`src/rtl/operand_capture.sv`:
```
// Operand entry front-end: synchronises switches and buttons, debounces the
// buttons, and latches switch values into operands A/B on debounced presses.

module oc_debounce #(
  parameter int DB_BITS  = 20,
  parameter int DB_COUNT = 500000
) (
  input  logic clk,
  input  logic rst,
  input  logic raw_i,
  output logic pulse_o
);
  localparam logic [DB_BITS-1:0] LAST = DB_BITS'(DB_COUNT - 1);

  logic               sync1_q, sync2_q;
  logic               deb_q, deb_d, deb_prev_q, pulse_q;
  logic [DB_BITS-1:0] cnt_q, cnt_d;

  // Any sample agreeing with the debounced state restarts the full window.
  always_comb begin
    deb_d = deb_q;
    cnt_d = '0;
    if (sync2_q != deb_q) begin
      if (cnt_q == LAST) deb_d = sync2_q;
      else               cnt_d = cnt_q + DB_BITS'(1);
    end
  end

  always_ff @(posedge clk or posedge rst) begin
    if (rst) begin
      sync1_q    <= 1'b0;
      sync2_q    <= 1'b0;
      deb_q      <= 1'b0;
      deb_prev_q <= 1'b0;
      cnt_q      <= '0;
      pulse_q    <= 1'b0;
    end else begin
      sync1_q    <= raw_i;
      sync2_q    <= sync1_q;
      deb_q      <= deb_d;
      cnt_q      <= cnt_d;
      deb_prev_q <= deb_q;
      pulse_q    <= deb_q & ~deb_prev_q;
    end
  end

  assign pulse_o = pulse_q;
endmodule

module operand_capture #(
  parameter int WIDTH    = 4,
  parameter int DB_BITS  = 20,
  parameter int DB_COUNT = 500000
) (
  input  logic             clk,
  input  logic             rst,
  input  logic [WIDTH-1:0] sw,
  input  logic             btn_load_a,
  input  logic             btn_load_b,
  input  logic             btn_clear,
  output logic [WIDTH-1:0] a,
  output logic [WIDTH-1:0] b,
  output logic             a_loaded,
  output logic             b_loaded,
  output logic             valid
);
  localparam int NUM_BTN = 3;

  // State bit 0 = A loaded, bit 1 = B loaded.
  typedef enum logic [1:0] {
    EMPTY  = 2'b00,
    HAVE_A = 2'b01,
    HAVE_B = 2'b10,
    READY  = 2'b11
  } state_t;

  logic [NUM_BTN-1:0] btn_raw, btn_pulse;
  logic               ld_a, ld_b, clr;
  logic [WIDTH-1:0]   sw_s1_q, sw_s2_q, a_q, b_q;
  logic               valid_q;
  state_t             state_q, state_d;

  assign btn_raw = {btn_clear, btn_load_b, btn_load_a};

  for (genvar g = 0; g < NUM_BTN; g++) begin : g_btn
    oc_debounce #(.DB_BITS(DB_BITS), .DB_COUNT(DB_COUNT)) u_db (
      .clk     (clk),
      .rst     (rst),
      .raw_i   (btn_raw[g]),
      .pulse_o (btn_pulse[g])
    );
  end

  assign ld_a = btn_pulse[0];
  assign ld_b = btn_pulse[1];
  assign clr  = btn_pulse[2];

  always_ff @(posedge clk or posedge rst) begin
    if (rst) state_q <= EMPTY;
    else     state_q <= state_d;
  end

  always_comb begin
    state_d = state_q;
    if (clr) begin
      state_d = EMPTY;
    end else begin
      case (state_q)
        EMPTY: begin
          if (ld_a && ld_b) state_d = READY;
          else if (ld_a)    state_d = HAVE_A;
          else if (ld_b)    state_d = HAVE_B;
        end
        HAVE_A:  if (ld_b) state_d = READY;
        HAVE_B:  if (ld_a) state_d = READY;
        default: state_d = state_q;
      endcase
    end
  end

  always_comb begin
    a_loaded = (state_q == HAVE_A) || (state_q == READY);
    b_loaded = (state_q == HAVE_B) || (state_q == READY);
  end

  // Operands take the synchronised switch value; clear wins over loads.
  always_ff @(posedge clk or posedge rst) begin
    if (rst) begin
      sw_s1_q <= '0;
      sw_s2_q <= '0;
      a_q     <= '0;
      b_q     <= '0;
      valid_q <= 1'b0;
    end else begin
      sw_s1_q <= sw;
      sw_s2_q <= sw_s1_q;
      valid_q <= a_loaded & b_loaded;
      if (clr) begin
        a_q <= '0;
        b_q <= '0;
      end else begin
        if (ld_a) a_q <= sw_s2_q;
        if (ld_b) b_q <= sw_s2_q;
      end
    end
  end

  assign a     = a_q;
  assign b     = b_q;
  assign valid = valid_q;
endmodule

```
`config.mk`:
```
export PLATFORM = sky130hd
export DESIGN_NAME = operand_capture
export DESIGN_NICKNAME = d
export VERILOG_FILES = /design/src/rtl/operand_capture.sv
export SDC_FILE = /design/constraint.sdc
export NUM_CORES = 1
export LEC_CHECK = 0
export BUFFER_PORTS_ARGS = -buffer_cell sky130_fd_sc_hd__buf_4
export CORE_ASPECT_RATIO = 1.2
export CORE_MARGIN = 5
export CORE_UTILIZATION = 50
export CTS_CLUSTER_SIZE = 16
export DETAILED_ROUTE_END_ITERATION = 8
export GPL_TIMING_DRIVEN = 0
export PLACE_DENSITY = 0.75
export SLEW_MARGIN = 40
export SYNTH_ARGS = -nofsm -noshare
export SYNTH_HDL_FRONTEND = slang
export SYNTH_SLANG_ARGS = --single-unit
```
`constraint.sdc`:
```
create_clock -name clk -period 2.7 [get_ports clk]
set_input_delay 0.405 -clock clk [delete_from_list [all_inputs] [get_ports clk]]
set_output_delay 0.405 -clock clk [all_outputs]
set_load 0.005 [all_outputs]
```
* Word level (Yosys, flattened, before mapping)
Cells that the tools add are included.
** Operators by class
- Bitwise operators :: 7
- Reduce and logical (&&, ||, !) cells :: 11
- Multiplexer cells :: 17
- $add $sub $neg :: 3
- Eq/ne operators :: 12
** Operators with widths (number)
- 20-bit 2-to-1 mux :: 6
- 20-bit by 1-bit adder with 20-bit output (second input constant) :: 3
- 20-bit by 19-bit == test with 1-bit output (second input constant) :: 3
- 4-bit 2-to-1 mux :: 4
- 2-bit 2-to-1 mux :: 6
- 3-bit by 1-bit != test with 1-bit output (second input constant) :: 2
- 2-bit one-hot mux with 3 select lines :: 1
- 2-bit AND reduction :: 3
- 5-bit by 2-bit != test with 1-bit output (second input constant) :: 1
- 1-bit AND :: 4
- 2-bit == test (second input constant) :: 2
- 4-bit AND reduction :: 1
- 2-bit nonzero test :: 2
- 4-bit nonzero test :: 1
- 1-bit != test :: 3
- 1-bit NOT :: 3
- 2-bit by 1-bit == test with 1-bit output (second input constant) :: 1
- 2-bit logical NOT :: 1
- 1-bit logical OR :: 2
- 1-bit logical AND :: 1
** Storage, ports and cells
- Output and inout port bits :: 11
- Register bits after elaboration :: 94
- Logic and storage cells :: 74
- Input bits :: 9

* Depth between registers and ports, before layout
- Depth after elaboration :: 5
- Gate-level depth with buffers :: 7
- Gate-level depth less buffers :: 6

* By module
From an unflattened synthesis, not the netlist that was laid out.
** Second synthesis, totals
- Cells, all modules :: 403
- Area, all modules :: 4385.5 µm²
** Modules (own cells, without submodules)
- oc_debounce :: sequential area each 625.6 µm², cells an instance 115, area an instance 1208.7 µm², times used 3
- operand_capture :: sequential area each 475.5 µm², cells an instance 58, area an instance 759.5 µm², times used 1

* Least setup slack after synthesis
OpenSTA, ideal clock, no wires.
- Path type :: flip-flop to flip-flop
- Start point :: register g_btn[0].u_db.cnt_q[0]
- End point :: register g_btn[0].u_db.cnt_q[10]
- Library setup time :: 0.132 ns
- Buffers on the path :: 2
- Data arrival time :: 1.828 ns
- Required time :: 2.568 ns
- Clock period less this slack :: 1.960 ns
- Path slack :: 0.740 ns
- Cell stages (with the launch flop) :: 8
- Cells stage by stage :: dfrtp_1 -> ha_1 -> nand4_1 -> nor3_1 -> a31o_2 -> clkbuf_1 -> clkbuf_1 -> nor2_1
** Between the ends
- Cells in the longest elaborated chain, start to end :: 3
- Elaborated cells between the ends (all ways) :: 4
- Classes of those cells :: add/sub: 1; eq/ne: 1; mux: 2
** RTL lines
- from (decl) :: RTL line 17 : logic [DB_BITS-1:0] cnt_q, cnt_d;
- from (signal assigned) :: RTL line 41 : cnt_q <= cnt_d;
- 20-bit by 1-bit adder with 20-bit output or 20-bit by 19-bit == test with 1-bit output (tied branches) :: RTL line 25, 24
- 20-bit 2-to-1 mux (*) :: RTL line 24 : if (cnt_q == LAST) deb_d = sync2_q;
- 20-bit 2-to-1 mux (*) :: RTL line 23 : if (sync2_q != deb_q) begin
- via g_btn[0].u_db.cnt_d[10] :: RTL line 17
Mark *: on every way through the listed nets, which the timed path passes. The rest lies on a longest branch.
A chain may end at the register's enable or synchronous reset.

* Worst setup path in the final report
- Start point :: register g_btn[1].u_db.cnt_q[0]
- End point :: register g_btn[1].u_db.cnt_q[16]
** Between the ends
- Cells in the longest elaborated chain, start to end :: 3
- Elaborated cells between the ends (all ways) :: 4
- Classes of those cells :: add/sub: 1; eq/ne: 1; mux: 2
** RTL lines (RTL line)
- from (decl) :: 17
- from (signal assigned) :: 41
- 20-bit by 1-bit adder with 20-bit output or 20-bit by 19-bit == test with 1-bit output (tied branches) :: 25, 24
- 20-bit 2-to-1 mux (*) :: 24
- 20-bit 2-to-1 mux (*) :: 23
- via g_btn[1].u_db.cnt_d[16] :: 17
Marks and branches as above.

==> out/qor.txt <==
Layout area overhead = 13.7%
setup TNS = 0 ns
Worst slew margin = 52.7%
maximum VDD drop = 0.226 mV
area share of the largest cell type after synthesis = 56.4%
Mapped Area = 4170 um2
Compound-Gate Fraction of Synth Area = 4.56%
CTS H-Tree Depth = 3
GRT overflow = 0
post-synthesis sequential area ratio = 56.4%
largest family of logic cells by synthesized area = simple AND/OR/NAND/NOR gates
Clock transition at path regs = 0.10 ns
Layout Utilization = 58.2%
Die ar. = 10300 um2
RSZ-0062 raised after global routing = no
Overall Global Routing Usage = 15.8%
crit-path max FO = 10
DRC = 0
drt pass-1 iters = 4
status = complete, but fails checks
Post-CTS Repair Setup Buffers = 0
worst skew pair latency = 0.36 ns
Die Span Y = 110 um
R2R Path End = g_btn[1].u_db.cnt_q[16]
worst hold slack = -0.00122 ns
FILL cells = 697
syn nets = 409
Synth Warn # = 0
Netlist cell types = 37
CP startpoint = g_btn[1].u_db.cnt_q[0]
Final ANT Viol Nets = 0
Setup violations, final = 0
fin crit period = 2.37 ns
nature of the critical path endpoint = register
WL per Instance = 13.7 um
Clock Path Buffers = 2
first-pass GRT wire length = 12900 um
CTS Buf Count = 9
Detail Placement HPWL = 5410 um
max-cap violation count = 0
largest net degree at the start of global routing = 28
I/O pins = 20
Post-synth ARST share = 100%
CTS Root Cell = clkbuf_8
Adder-Cell Fraction of Synth Area = 2.10%
DR iter-0 viols = 205
pwr/cell area = 511 nW/um2
area occupied by multi-input gates = 1730 um2
Critical Path RT = 2.93 ns
Post-synth EDFFs = 0
Setup crit start kind = register
layout cells sized above 1 = 12.7%
total wire length = 7470 um
vias in the first global route = 2876
initial antenna violation count = 0
Ant. Diodes = 0
mean post-synth cell area = 10.6 um2
Final Max Tran Viols = 0
FP Rows = 36
arrival time at the worst endpoint = 2.60 ns
main flop type after synthesis = dfrtp_1
Simple-Gate Fraction of Synth Area = 22.5%
cell taking the most area after synthesis = dfrtp_1
cells after synthesis = 393
final hold viol count = 8
Synth area leaders = dfrtp_1 (56%), xnor2_1 (6.7%), nor2_1 (5.8%)
fmax = 422 MHz
mux share of post-synthesis cell area = 2.73%
Register Area = 2350 um2
post-synthesis sequential element count = 94
Tcrit/Tclk final = 87.7%
count leader, synth = dfrtp_1
worst slew pin tran = 0.708 ns
CTS tree = yes
Fin Clk Skew = 0.0115 ns
Via Count = 2919
synth cell count leaders = dfrtp_1 (94), nor2_1 (64), xnor2_1 (32), nand3_1 (22), nand2_1 (18)
post-synthesis xor/xnor area fraction = 9.44%
Reg-to-Reg Start = g_btn[1].u_db.cnt_q[0]
crit path kind = reg2reg
Reg2Reg Depth = 6
Nets = 443
# port buffers = 19
r2r setup slk = 0.33 ns
Core Box Area = 8150 um2
Initial Utilization = 51.2%
Vias/cell = 5.35
violated checks = negative hold slack
RePlAce Congestion = 0.835
Hold Path Class = in2async
leakage power = 1.96 nW
Die W = 93.4 um
Sink Count = 94
==> kinds of logic after synthesis <==
group,after synthesis
simple gates,181
flops,94
xor+xnor,45
compound gates,30
buf+inv,25
mux,11
fa+ha+maj,7
==> power breakdown <==
| part | switching [mW] | internal (mW) | total [mW] |
|---|---|---|---|
| clock network | 0.528 | 0.356 | 0.884 |
| registers | 0.0159 | 1.43 | 1.44 |
| logic | 0.0584 | 0.0369 | 0.0953 |
| total | 0.603 | 1.82 | 2.42 |
==> cell type report <==
cell class,instances,area share (%)
flip-flops and latches,94,49.6
multi-input cells,274,36.4
repair buffers,23,5.01
well taps,114,3.01
clock buffers,9,2.61
clock inverters,7,1.32
inverters,14,1.19
plain buffers,11,0.949
==> critical path, cell delays in order, from the launching register on <==
cell	delay, ns
dfrtp_1	0.40
ha_1	0.23
nand4_1	0.16
or2_2	0.34
o21bai_1	0.58
clkbuf_1	0.42
nor2_1	0.11
==> placed cells by master, fill, tap and decap left out, drive strengths merged, types with 3 or more instances in the layout <==
cell | synthesis | layout
a21oi | 12 | 12
or4 | 8 | 8
nor2b | 4 | 4
mux2 | 3 | 3
nor3 | 14 | 14
nand3 | 22 | 22
and4 | 4 | 4
ha | 7 | 7
nand2 | 18 | 18
o31ai | 6 | 6
o21ai | 4 | 4
dfrtp | 94 | 94
nand4 | 18 | 18
nor2 | 64 | 64
inv | 14 | 18
or3 | 6 | 6
nor4b | 3 | 3
or2 | 4 | 4
xnor2 | 32 | 32
nor4 | 12 | 12
mux2i | 8 | 8
buf | 2 | 25
clkbuf | 9 | 18
xor2 | 13 | 13
==> state kept, by name, indices dropped and copies added, names as in the netlist <==
register / count
g_btn.u_db.cnt_q: 60
a: 4
b: 4
sw_s1_q: 4
sw_s2_q: 4
g_btn.u_db.deb_prev_q: 3
g_btn.u_db.deb_q: 3
g_btn.u_db.pulse_o: 3
g_btn.u_db.sync1_q: 3
g_btn.u_db.sync2_q: 3
state_q: 2
valid: 1
==> layer usage <==
metal | vias up | global-route usage (%) | share of wire, %
met2 | 49 | 26.0 | 49
met5 | - | 0 | 0
met4 | 0 | 7.12 | 1.9
met3 | 11 | 2.72 | 2.7
li1 | 1444 | - | -
met1 | 1415 | 20.6 | 46
==> through the flow <==
stage               total power, mW  std cells  hold slack [ns]  cell area [um2]  setup slack (ns)
finish                         2.42        546         -0.00122             4750             0.331
global route                   2.52        546           0.0179             4750             0.114
CTS                            2.45        546        0.0000394             4740             0.224
detailed placement             1.57        530            0.335             4560             0.226
global placement               1.55        526            0.333             4460             0.294
floorplan                      1.52        393            0.331             4180             0.740
==> repair_timing <==
action | CTS | global route
hold buffers | 0 | 0
endpoints found under the setup margin | 0 | 10
resized for setup | 0 | 2
==> worst max-delay path by stage <==
stage                                         end  slack (ns)  cells past startpoint
final                     g_btn[1].u_db.cnt_q[16]        0.33                      6
after floorplan           g_btn[0].u_db.cnt_q[10]        0.74                      7
after global placement     g_btn[0].u_db.cnt_q[9]        0.29                      7
after CTS                 g_btn[0].u_db.cnt_q[12]        0.22                      7
after detailed placement  g_btn[0].u_db.cnt_q[12]        0.23                      7
after global routing       g_btn[0].u_db.cnt_q[1]        0.11                      7
Note: power is estimated with default switching activity, not from simulation.
